## src/rtl/bus_router.sv

```systemverilog
// bus_router: routes one CPU request to a slave channel (boot overlay first, then base/mask decode).
// Latency: slv_req on the accepting edge; cpu_ack one cycle after slv_ack, two after a decode error, TIMEOUT+2 on timeout.
// Backpressure: one transaction in flight; cpu_req is not accepted again until the current one completes.
module bus_router #(
  parameter int                 NSLV       = 4,
  parameter int                 AW         = 24,
  parameter int                 DW         = 16,
  parameter logic [NSLV*AW-1:0] SLV_BASE   = '0,
  parameter logic [NSLV*AW-1:0] SLV_MASK   = '0,
  parameter int                 BOOT_SLV   = 0,
  parameter int                 BOOT_LIMIT = 8,
  parameter int                 TIMEOUT    = 255
) (
  input  logic                 clk,
  input  logic                 rstn,
  input  logic                 cpu_req,
  input  logic                 cpu_we,
  input  logic [AW-1:0]        cpu_addr,
  input  logic [DW-1:0]        cpu_wdata,
  input  logic [DW/8-1:0]      cpu_wstrb,
  output logic                 cpu_ack,
  output logic                 cpu_err,
  output logic [DW-1:0]        cpu_rdata,
  input  logic                 bootup,
  output logic [NSLV-1:0]      slv_req,
  output logic [AW-1:0]        slv_addr,
  output logic [DW-1:0]        slv_wdata,
  output logic [DW/8-1:0]      slv_wstrb,
  output logic                 slv_we,
  input  logic [NSLV-1:0]      slv_ack,
  input  logic [NSLV*DW-1:0]   slv_rdata,
  output logic [7:0]           err_count
);

  localparam int              SW        = DW / 8;
  localparam int              IW        = (NSLV > 1) ? $clog2(NSLV) : 1;
  localparam logic [IW-1:0]   BOOT_IDX  = IW'(BOOT_SLV);
  localparam logic [AW-1:0]   BOOT_MASK = SLV_MASK[BOOT_SLV*AW +: AW];
  localparam logic [AW-1:0]   BOOT_LIM  = AW'(BOOT_LIMIT);
  localparam logic [15:0]     TMO       = 16'(TIMEOUT);

  typedef enum logic {IDLE, WAIT} state_t;

  state_t            state_q, state_nxt;
  logic              ack_q, ack_nxt;
  logic              err_q, err_nxt;
  logic [DW-1:0]     rdata_q, rdata_nxt;
  logic [NSLV-1:0]   req_q, req_nxt;
  logic [AW-1:0]     addr_q, addr_nxt;
  logic [DW-1:0]     wdata_q, wdata_nxt;
  logic [SW-1:0]     wstrb_q, wstrb_nxt;
  logic              we_q, we_nxt;
  logic [IW-1:0]     sel_q, sel_nxt;
  logic [15:0]       timer_q, timer_nxt;
  // Decode error seen at acceptance; the error completion is issued on the following edge.
  logic              pend_q, pend_nxt;
  logic [7:0]        errcnt_q, errcnt_nxt;
  logic              err_done;

  logic              dec_hit;
  logic [IW-1:0]     dec_idx;
  logic [AW-1:0]     dec_mask;
  logic              sel_ack;
  logic [DW-1:0]     sel_rdata;

  assign sel_ack   = slv_ack[sel_q];
  assign sel_rdata = slv_rdata[sel_q*DW +: DW];

  // Address decode: boot overlay below BOOT_LIMIT, otherwise lowest-index base/mask match.
  always_comb begin
    dec_hit  = 1'b0;
    dec_idx  = '0;
    dec_mask = '0;
    if (cpu_addr < BOOT_LIM) begin
      if (bootup) begin
        dec_hit  = 1'b1;
        dec_idx  = BOOT_IDX;
        dec_mask = BOOT_MASK;
      end
    end else begin
      for (int i = 0; i < NSLV; i++) begin
        if (!dec_hit &&
            ((cpu_addr & ~SLV_MASK[i*AW +: AW]) ==
             (SLV_BASE[i*AW +: AW] & ~SLV_MASK[i*AW +: AW]))) begin
          dec_hit  = 1'b1;
          dec_idx  = IW'(i);
          dec_mask = SLV_MASK[i*AW +: AW];
        end
      end
    end
  end

  // FSM next state and next values of every registered output.
  always_comb begin
    state_nxt = state_q;
    ack_nxt   = 1'b0;
    err_nxt   = 1'b0;
    rdata_nxt = '0;
    req_nxt   = '0;
    addr_nxt  = addr_q;
    wdata_nxt = wdata_q;
    wstrb_nxt = wstrb_q;
    we_nxt    = we_q;
    sel_nxt   = sel_q;
    timer_nxt = timer_q;
    pend_nxt  = 1'b0;
    err_done  = 1'b0;
    case (state_q)
      IDLE: begin
        if (pend_q) begin
          ack_nxt  = 1'b1;
          err_nxt  = 1'b1;
          err_done = 1'b1;
        end else if (cpu_req && !ack_q) begin
          if (dec_hit) begin
            req_nxt[dec_idx] = 1'b1;
            addr_nxt  = cpu_addr & dec_mask;
            wdata_nxt = cpu_wdata;
            wstrb_nxt = cpu_wstrb;
            we_nxt    = cpu_we;
            sel_nxt   = dec_idx;
            timer_nxt = '0;
            state_nxt = WAIT;
          end else begin
            pend_nxt = 1'b1;
          end
        end
      end
      WAIT: begin
        // An ack in the same cycle as the final timer value still completes normally.
        if (sel_ack) begin
          ack_nxt   = 1'b1;
          rdata_nxt = sel_rdata;
          state_nxt = IDLE;
        end else if (timer_q == TMO) begin
          ack_nxt   = 1'b1;
          err_nxt   = 1'b1;
          err_done  = 1'b1;
          state_nxt = IDLE;
        end else begin
          timer_nxt = timer_q + 16'd1;
        end
      end
      default: state_nxt = IDLE;
    endcase
  end

  // Saturating error-completion counter.
  always_comb begin
    errcnt_nxt = errcnt_q;
    if (err_done && (errcnt_q != 8'hFF)) begin
      errcnt_nxt = errcnt_q + 8'd1;
    end
  end

  // State and output registers with synchronous active-low reset.
  always_ff @(posedge clk) begin
    if (!rstn) begin
      state_q  <= IDLE;
      ack_q    <= 1'b0;
      err_q    <= 1'b0;
      rdata_q  <= '0;
      req_q    <= '0;
      addr_q   <= '0;
      wdata_q  <= '0;
      wstrb_q  <= '0;
      we_q     <= 1'b0;
      sel_q    <= '0;
      timer_q  <= '0;
      pend_q   <= 1'b0;
      errcnt_q <= '0;
    end else begin
      state_q  <= state_nxt;
      ack_q    <= ack_nxt;
      err_q    <= err_nxt;
      rdata_q  <= rdata_nxt;
      req_q    <= req_nxt;
      addr_q   <= addr_nxt;
      wdata_q  <= wdata_nxt;
      wstrb_q  <= wstrb_nxt;
      we_q     <= we_nxt;
      sel_q    <= sel_nxt;
      timer_q  <= timer_nxt;
      pend_q   <= pend_nxt;
      errcnt_q <= errcnt_nxt;
    end
  end

  assign cpu_ack   = ack_q;
  assign cpu_err   = err_q;
  assign cpu_rdata = rdata_q;
  assign slv_req   = req_q;
  assign slv_addr  = addr_q;
  assign slv_wdata = wdata_q;
  assign slv_wstrb = wstrb_q;
  assign slv_we    = we_q;
  assign err_count = errcnt_q;

endmodule

```

## config.mk

```make
export PLATFORM = sky130hd
export DESIGN_NAME = bus_router
export DESIGN_NICKNAME = d
export VERILOG_FILES = /design/src/rtl/bus_router.sv
export SDC_FILE = /design/constraint.sdc
export NUM_CORES = 1
export LEC_CHECK = 0
export BUFFER_PORTS_ARGS = -buffer_cell sky130_fd_sc_hd__buf_4
export CORE_MARGIN = 1.5
export CORE_UTILIZATION = 43
export CTS_BUF_LIST = sky130_fd_sc_hd__clkbuf_8
export DETAILED_ROUTE_END_ITERATION = 12
export PLACE_DENSITY = 0.89
export SYNTH_ARGS = -nofsm -noshare
export SYNTH_HDL_FRONTEND = slang
export SYNTH_SLANG_ARGS = --single-unit
```

## constraint.sdc

```tcl
create_clock -name clk -period 2.9 [get_ports clk]
set_input_delay 0.29 -clock clk [delete_from_list [all_inputs] [get_ports clk]]
set_output_delay 0.29 -clock clk [all_outputs]
set_load 0.005 [all_outputs]
```

==> results of run 1 <==
where the power goes:
part	total, mW	switching, mW	internal (mW)
logic	0.0988	0.0394	0.0594
registers	0.883	0.00182	0.881
clock network	0.723	0.345	0.378
total	1.70	0.386	1.32
per-layer routing:
metal  up-vias  share of wire [%]  global-route usage (%)
met4         0                1.9                    9.83
met3        10                7.5                    5.71
met5         -                  0                       0
met1      1091                 40                    21.9
li1       1159                  -                       -
met2       114                 51                    32.4
final cells by class:
class	instances	area, µm²
well taps	75	93.8
flip-flops and latches	64	1280
clock inverters	4	27.5
fillers	498	2320
multi-input cells	211	1300
inverters	4	15.0
repair buffers	110	826
clock buffers	12	165
state kept, by name (all words and copies together) (netlist names):
signal	count
slv_wdata	16
slv_req	1
state_q	1
err_count	8
slv_wstrb	2
cpu_ack	1
slv_we	1
cpu_rdata	16
timer_q	16
cpu_err	1
pend_q	1
how the worst max path moves through the flow:
stage / startpoint / to / slack, ns
global placement: timer_q[11]$_SDFFE_PN0P_ / err_count[7]$_SDFFE_PN0P_ / 0.71
detailed placement: timer_q[11]$_SDFFE_PN0P_ / err_count[7]$_SDFFE_PN0P_ / 0.69
floorplan: timer_q[11]$_SDFFE_PN0P_ / err_count[7]$_SDFFE_PN0P_ / 0.80
CTS: timer_q[11]$_SDFFE_PN0P_ / err_count[7]$_SDFFE_PN0P_ / 0.66
global route: timer_q[11]$_SDFFE_PN0P_ / err_count[7]$_SDFFE_PN0P_ / 0.57
finish: timer_q[11]$_SDFFE_PN0P_ / err_count[7]$_SDFFE_PN0P_ / 0.67
through the flow:
step / std cells / total power, mW / utilization (%) / instance area (µm²)
global placement: 464 / 0.999 / 58.3 / 3520
floorplan: 315 / 0.959 / - / 2830
CTS: 480 / 1.71 / 61.5 / 3710
finish: 480 / 1.70 / 61.5 / 3710
global route: 480 / 1.76 / 61.5 / 3710
detailed placement: 464 / 1.00 / 58.3 / 3520
cells in the mapped netlist, drive strengths merged, types with 2 or more instances:
cell,instances
nand2b,3
or4,5
buf,30
a21oi,3
nor3,5
ha,2
xor2,5
nand4,3
xnor2,12
nand2,12
clkbuf,6
o21ai,3
and4,3
mux2i,21
nand3,14
and2,21
nor3b,2
inv,4
nor4,12
nor2,42
and3,3
o31ai,2
nor4b,3
dfxtp,64
kinds of logic (layout without fill, tap and decap cells):
family	count (synthesis)	after routing
xor+xnor	17	17
flops	64	64
mux	21	21
other cells	1	27
fa+ha+maj	2	2
buf+inv	40	130
simple gates	129	129
compound gates	15	15
layout by cell type (no fill, tap or decap), drive strengths merged, types with 12 or more instances in the layout:
| master | synthesis | routed |
|---|---|---|
| nor4 | 12 | 12 |
| nand2 | 12 | 12 |
| and2 | 21 | 21 |
| xnor2 | 12 | 12 |
| buf | 30 | 110 |
| clkbuf | 6 | 12 |
| mux2i | 21 | 21 |
| nor2 | 42 | 42 |
| conb | 1 | 27 |
| nand3 | 14 | 14 |
| dfxtp | 64 | 64 |
==> results_dict.tcl, run 1 <==
set metrics [dict create \
    status "completed" \
    finalHoldViolations 0 \
    grt-ovfl-total 0 \
    grt_usage_pct 19.2 \
    final_max_slew_viol_count 0 \
    post_cts_buffers 0 \
    syn_area_um2 2730 \
    clockBufferDepth 2 \
    grt_first_pass_wirelength_mm 9.69 \
    r2r_cells 5 \
    drive_above_1_share_pct 32.6 \
    yosysWarnings 0 \
    syn_inst 289 \
    worst-path-buf-inv 0 \
    grt_start_max_net_pins 29 \
    diodes 0 \
    crit_family "simple AND/OR/NAND/NOR gates" \
    cts_root_buf "clkbuf_8" \
    synth_compound_area_share_pct 4.49 \
    rows 28 \
    io_pins 188 \
    ys_top_cells_by_area "dfxtp_1 47%, mux2i_1 7.7%, buf_4 7.4%" \
    ctsHoldBuffers 0 \
    synth-edff-count 0 \
    cp_max_fo 8 \
    worst_slew_pin_slew_ns 0.589 \
    power.density_nw_per_um2 460 \
    endpoint_kind "register" \
    start_util_pct 45.4 \
    criticalPathCategory "reg -> reg" \
    synth_top_family_by_area "simple AND/OR/NAND/NOR gates" \
    area_growth_pct 35.7 \
    critPathSlowestCell "or4_4" \
    nets 517 \
    dp_slack_ns 0.695 \
    drc 0 \
    dp_hpwl_mm 4.73 \
    synth_fa_ha_area_share_pct 0.915 \
    layout_min_cycle_time_ns 2.23 \
    slew-limit-headroom_pct 60.7 \
    r2r-start "timer_q[11]$_SDFFE_PN0P_" \
    first_pass_iters 5 \
    hold_end "cpu_rdata[1]$_SDFF_PN0_" \
    fmax_ghz 0.448 \
    wl_mm 6.36 \
    ys.flop_type "dfxtp_1" \
    routed-via-count 2374 \
    ys_ff_latch 64 \
    drt-initial-drc-count 110 \
    ant_nets 0 \
    critPathMaxStageDelay_ns 0.58 \
    core_um2 6030 \
    arrival_ns 2.50 \
    gp_congestion 0.832 \
    rsz0062_at_grt "no" \
    power.leakage_nw 1.61 \
    yosys.area.top_type_share_pct 46.9 \
    hold_path_depth 2 \
    worst_ep_required_time_ns 3.17 \
    postSynthAreaPerCell_um2 9.46 \
    synth.area.mux_share_pct 7.69 \
    worst_hold_slack_ns 0.147 \
    hp-class "in -> reg" \
    die_y_um 82.7 \
    clk_latency_ns 0.34 \
    synthArstFlopShare_pct 0 \
    fp.dieArea_um2 6850 \
    clkTransAtPathRegs_ns 0.07 \
    clock_skew_ns 0.00623 \
    vias_per_cell 4.95 \
    cts_num_sinks 64 \
    synth_top_area_cell "dfxtp_1" \
    peakVddDrop_v 0.000320 \
    grt_pass1_vias 2196 \
    yosysSeqAreaShare_pct 46.9 \
    synth-xor-area-share_pct 5.45 \
    startpoint_type "register" \
    path_depth 5 \
    antenna_found_initial 0 \
    yosys.area_share.simple_pct 25.1 \
    r2r_slack_ns 0.67 \
    wl_per_cell_um 13.2 \
    cp_cell_sequence "or4_4 -> o41ai_4 -> nand2_4 -> or4_1 -> a21oi_1" \
    die_x_um 82.7 \
    port_buffers 106 \
    cts.repair.resized 0 \
    r2r-end "err_count[7]$_SDFFE_PN0P_" \
    numCtsBuffers 9 \
    drv_cap 0 \
    finalSetupViolations 0 \
    fin_ws_ns 0.666 \
    fin_crit_sh_pct 77.0 \
    min_from "slv_rdata[1]" \
    synth.distinct_cells 38 \
    fin_setup_tns_ns 0 \
    cts_tree "built" \
    cts.htree.levels 3 \
]
Power figures use the tool's default switching activity.
==> inputs of run 2 (changes only) <==
Settings changed: CORE_UTILIZATION 43 to 39, PLACE_DENSITY 0.89 to 0.85.
Clock period 2.9 ns to 2 ns, I/O delays scaled along.
==> run 2 against run 1 <==
  * The run now ends with setup timing left
  * Setup slack worse by 0.79 ns
  * Die area up 9.9%
  * Final cell count up 11%
  * Non-clock buffer count up 30
  * Via count up 3.4%
  * Combinational power up 62%
  * Final area up 9.0%
  * Largest power group unchanged
  * Highest routed layer unchanged
==> results_dict.tcl, run 2 (synthesis gave the netlist of run 1 again) <==
set metrics [dict create \
    status "finished, violations left" \
    failed_checks "setup timing" \
    r2r_slack_ns -0.12 \
    finalHoldViolations 0 \
    final_common_cell "buf_4" \
    rows 30 \
    min_from "slv_rdata[1]" \
    drc 0 \
    routed-via-count 2455 \
    clkTransAtPathRegs_ns 0.07 \
    fmax_ghz 0.471 \
    cts_num_sinks 64 \
    r2r-end "err_count[5]$_SDFFE_PN0P_" \
    ctsHoldBuffers 0 \
    core_um2 6790 \
    numCtsBuffers 9 \
    grt_pass1_vias 2414 \
    wl_met3_um 508 \
    r2r-start "timer_q[13]$_SDFFE_PN0P_" \
    antenna_found_initial 0 \
    first_pass_iters 4 \
    cp_cell_sequence "or4_4 -> o41ai_4 -> nand2_4 -> or4_4 -> a21oi_2" \
    final_max_slew_viol_count 0 \
    area_growth_pct 47.9 \
    ant_nets 0 \
    startpoint_type "register" \
    port_buffers 106 \
    clock_skew_ns 0.0158 \
    drive_above_1_share_pct 38.9 \
    clk_latency_ns 0.34 \
    rsz0062_at_grt "yes" \
    grt-ovfl-total 0 \
    fp.dieArea_um2 7520 \
    highest_layer "met4" \
    layout_min_cycle_time_ns 2.12 \
    diodes 0 \
    gp_congestion 0.767 \
    cts_tree "built" \
    fin_crit_sh_pct 106 \
    cts.htree.levels 3 \
    hp-class "in -> reg" \
    grt_first_pass_wirelength_mm 10.7 \
    layout_common_cells "137 x buf_4, 64 x dfxtp_1, 41 x nor2_1" \
    finalSetupViolations 6 \
    m1WireLength_mm 2.67 \
    nets 547 \
    crit_family "simple AND/OR/NAND/NOR gates" \
    grt_usage_pct 18.2 \
    startpoint "timer_q[13]$_SDFFE_PN0P_" \
    route.met2.wl_mm 3.34 \
    clockBufferDepth 2 \
    peakVddDrop_v 0.000396 \
    power.density_nw_per_um2 645 \
    fin_setup_tns_ns -0.411 \
    arrival_ns 2.38 \
    io_pins 188 \
    criticalPathCategory "reg -> reg" \
    power.leakage_nw 1.81 \
    post-route-util_pct 59.5 \
    r2r_cells 5 \
    drv_cap 0 \
    cp_max_fo 4 \
    hold_end "cpu_rdata[1]$_SDFF_PN0_" \
    wl_per_cell_um 12.5 \
    hold_path_depth 2 \
    cp_common_cell "or4_4" \
    fin_ws_ns -0.123 \
    dp_hpwl_mm 4.93 \
    endpoint_kind "register" \
    critPathMaxStageDelay_ns 0.55 \
    drt-initial-drc-count 125 \
    start_util_pct 40.2 \
    cts_root_buf "clkbuf_8" \
    worst-path-buf-inv 0 \
    grt_start_max_net_pins 29 \
    critPathSlowestCell "or4_4" \
    die_x_um 86.7 \
    vias_per_cell 4.62 \
    wl_mm 6.63 \
    worst_ep_required_time_ns 2.26 \
    die_y_um 86.7 \
]
[run 2: final cells by class]
class / count / area [µm²]
Fill cell: 552 / 2750
Multi-Input combinational cell: 211 / 1330
Sequential cell: 64 / 1280
Timing Repair Buffer: 140 / 1080
Clock buffer: 12 / 165
Tap cell: 96 / 120
Clock inverter: 4 / 51.3
Inverter: 4 / 15.0
[run 2: per-layer routing]
layer | vias up | global-route usage [%]
li1 | 1220 | -
met1 | 1113 | 20.8
met2 | 109 | 30.7
met3 | 13 | 6.86
met4 | 0 | 7.33
met5 | - | 0
[run 2: per-stage QoR]
| step | cells | area [µm²] | power (mW) | hold WS, ns | setup slack, ns |
|---|---|---|---|---|---|
| 6_report | 531 | 4040 | 2.61 | 0.0691 | -0.123 |
| 4_1_cts | 530 | 4020 | 2.63 | 0.0529 | -0.106 |
| 2_1_floorplan | 315 | 2830 | 1.39 | 0.322 | -0.0486 |
| 3_5_place_dp | 508 | 3730 | 1.46 | 0.404 | -0.125 |
| 5_1_grt | 531 | 4040 | 2.71 | 0.0494 | -0.167 |
| 3_3_place_gp | 508 | 3730 | 1.46 | 0.401 | -0.0731 |
[run 2: report_power, final]
group          internal [mW]  switching (mW)  leakage [nW]
Sequential              1.28         0.00324         0.516
Clock                  0.678           0.490         0.109
Combinational         0.0983          0.0613          1.18
[run 2: how the worst max path moves through the flow]
stage / cells past startpoint / end / slack (ns)
after detailed placement: 5 / err_count[5]$_SDFFE_PN0P_ / -0.12
after global routing: 5 / err_count[5]$_SDFFE_PN0P_ / -0.17
final: 5 / err_count[5]$_SDFFE_PN0P_ / -0.12
after global placement: 5 / err_count[7]$_SDFFE_PN0P_ / -0.07
after floorplan: 5 / err_count[7]$_SDFFE_PN0P_ / -0.05
after CTS: 5 / err_count[5]$_SDFFE_PN0P_ / -0.11
[run 2: what timing repair did]
action | in CTS | in global routing
cloned | 0 | 0
setup buffers | 6 | 1
gates resized for setup | 4 | 5
setup endpoints to repair | 5 | 29
pin swaps | 5 | 4
hold endpoints to repair | 0 | 0
[run 2: worst register-to-register path: stages, from the launching register on]
cell and delay (ns):
dfxtp_1 0.31, or4_4 0.55, o41ai_4 0.45, nand2_4 0.11, or4_4 0.50, a21oi_2 0.14
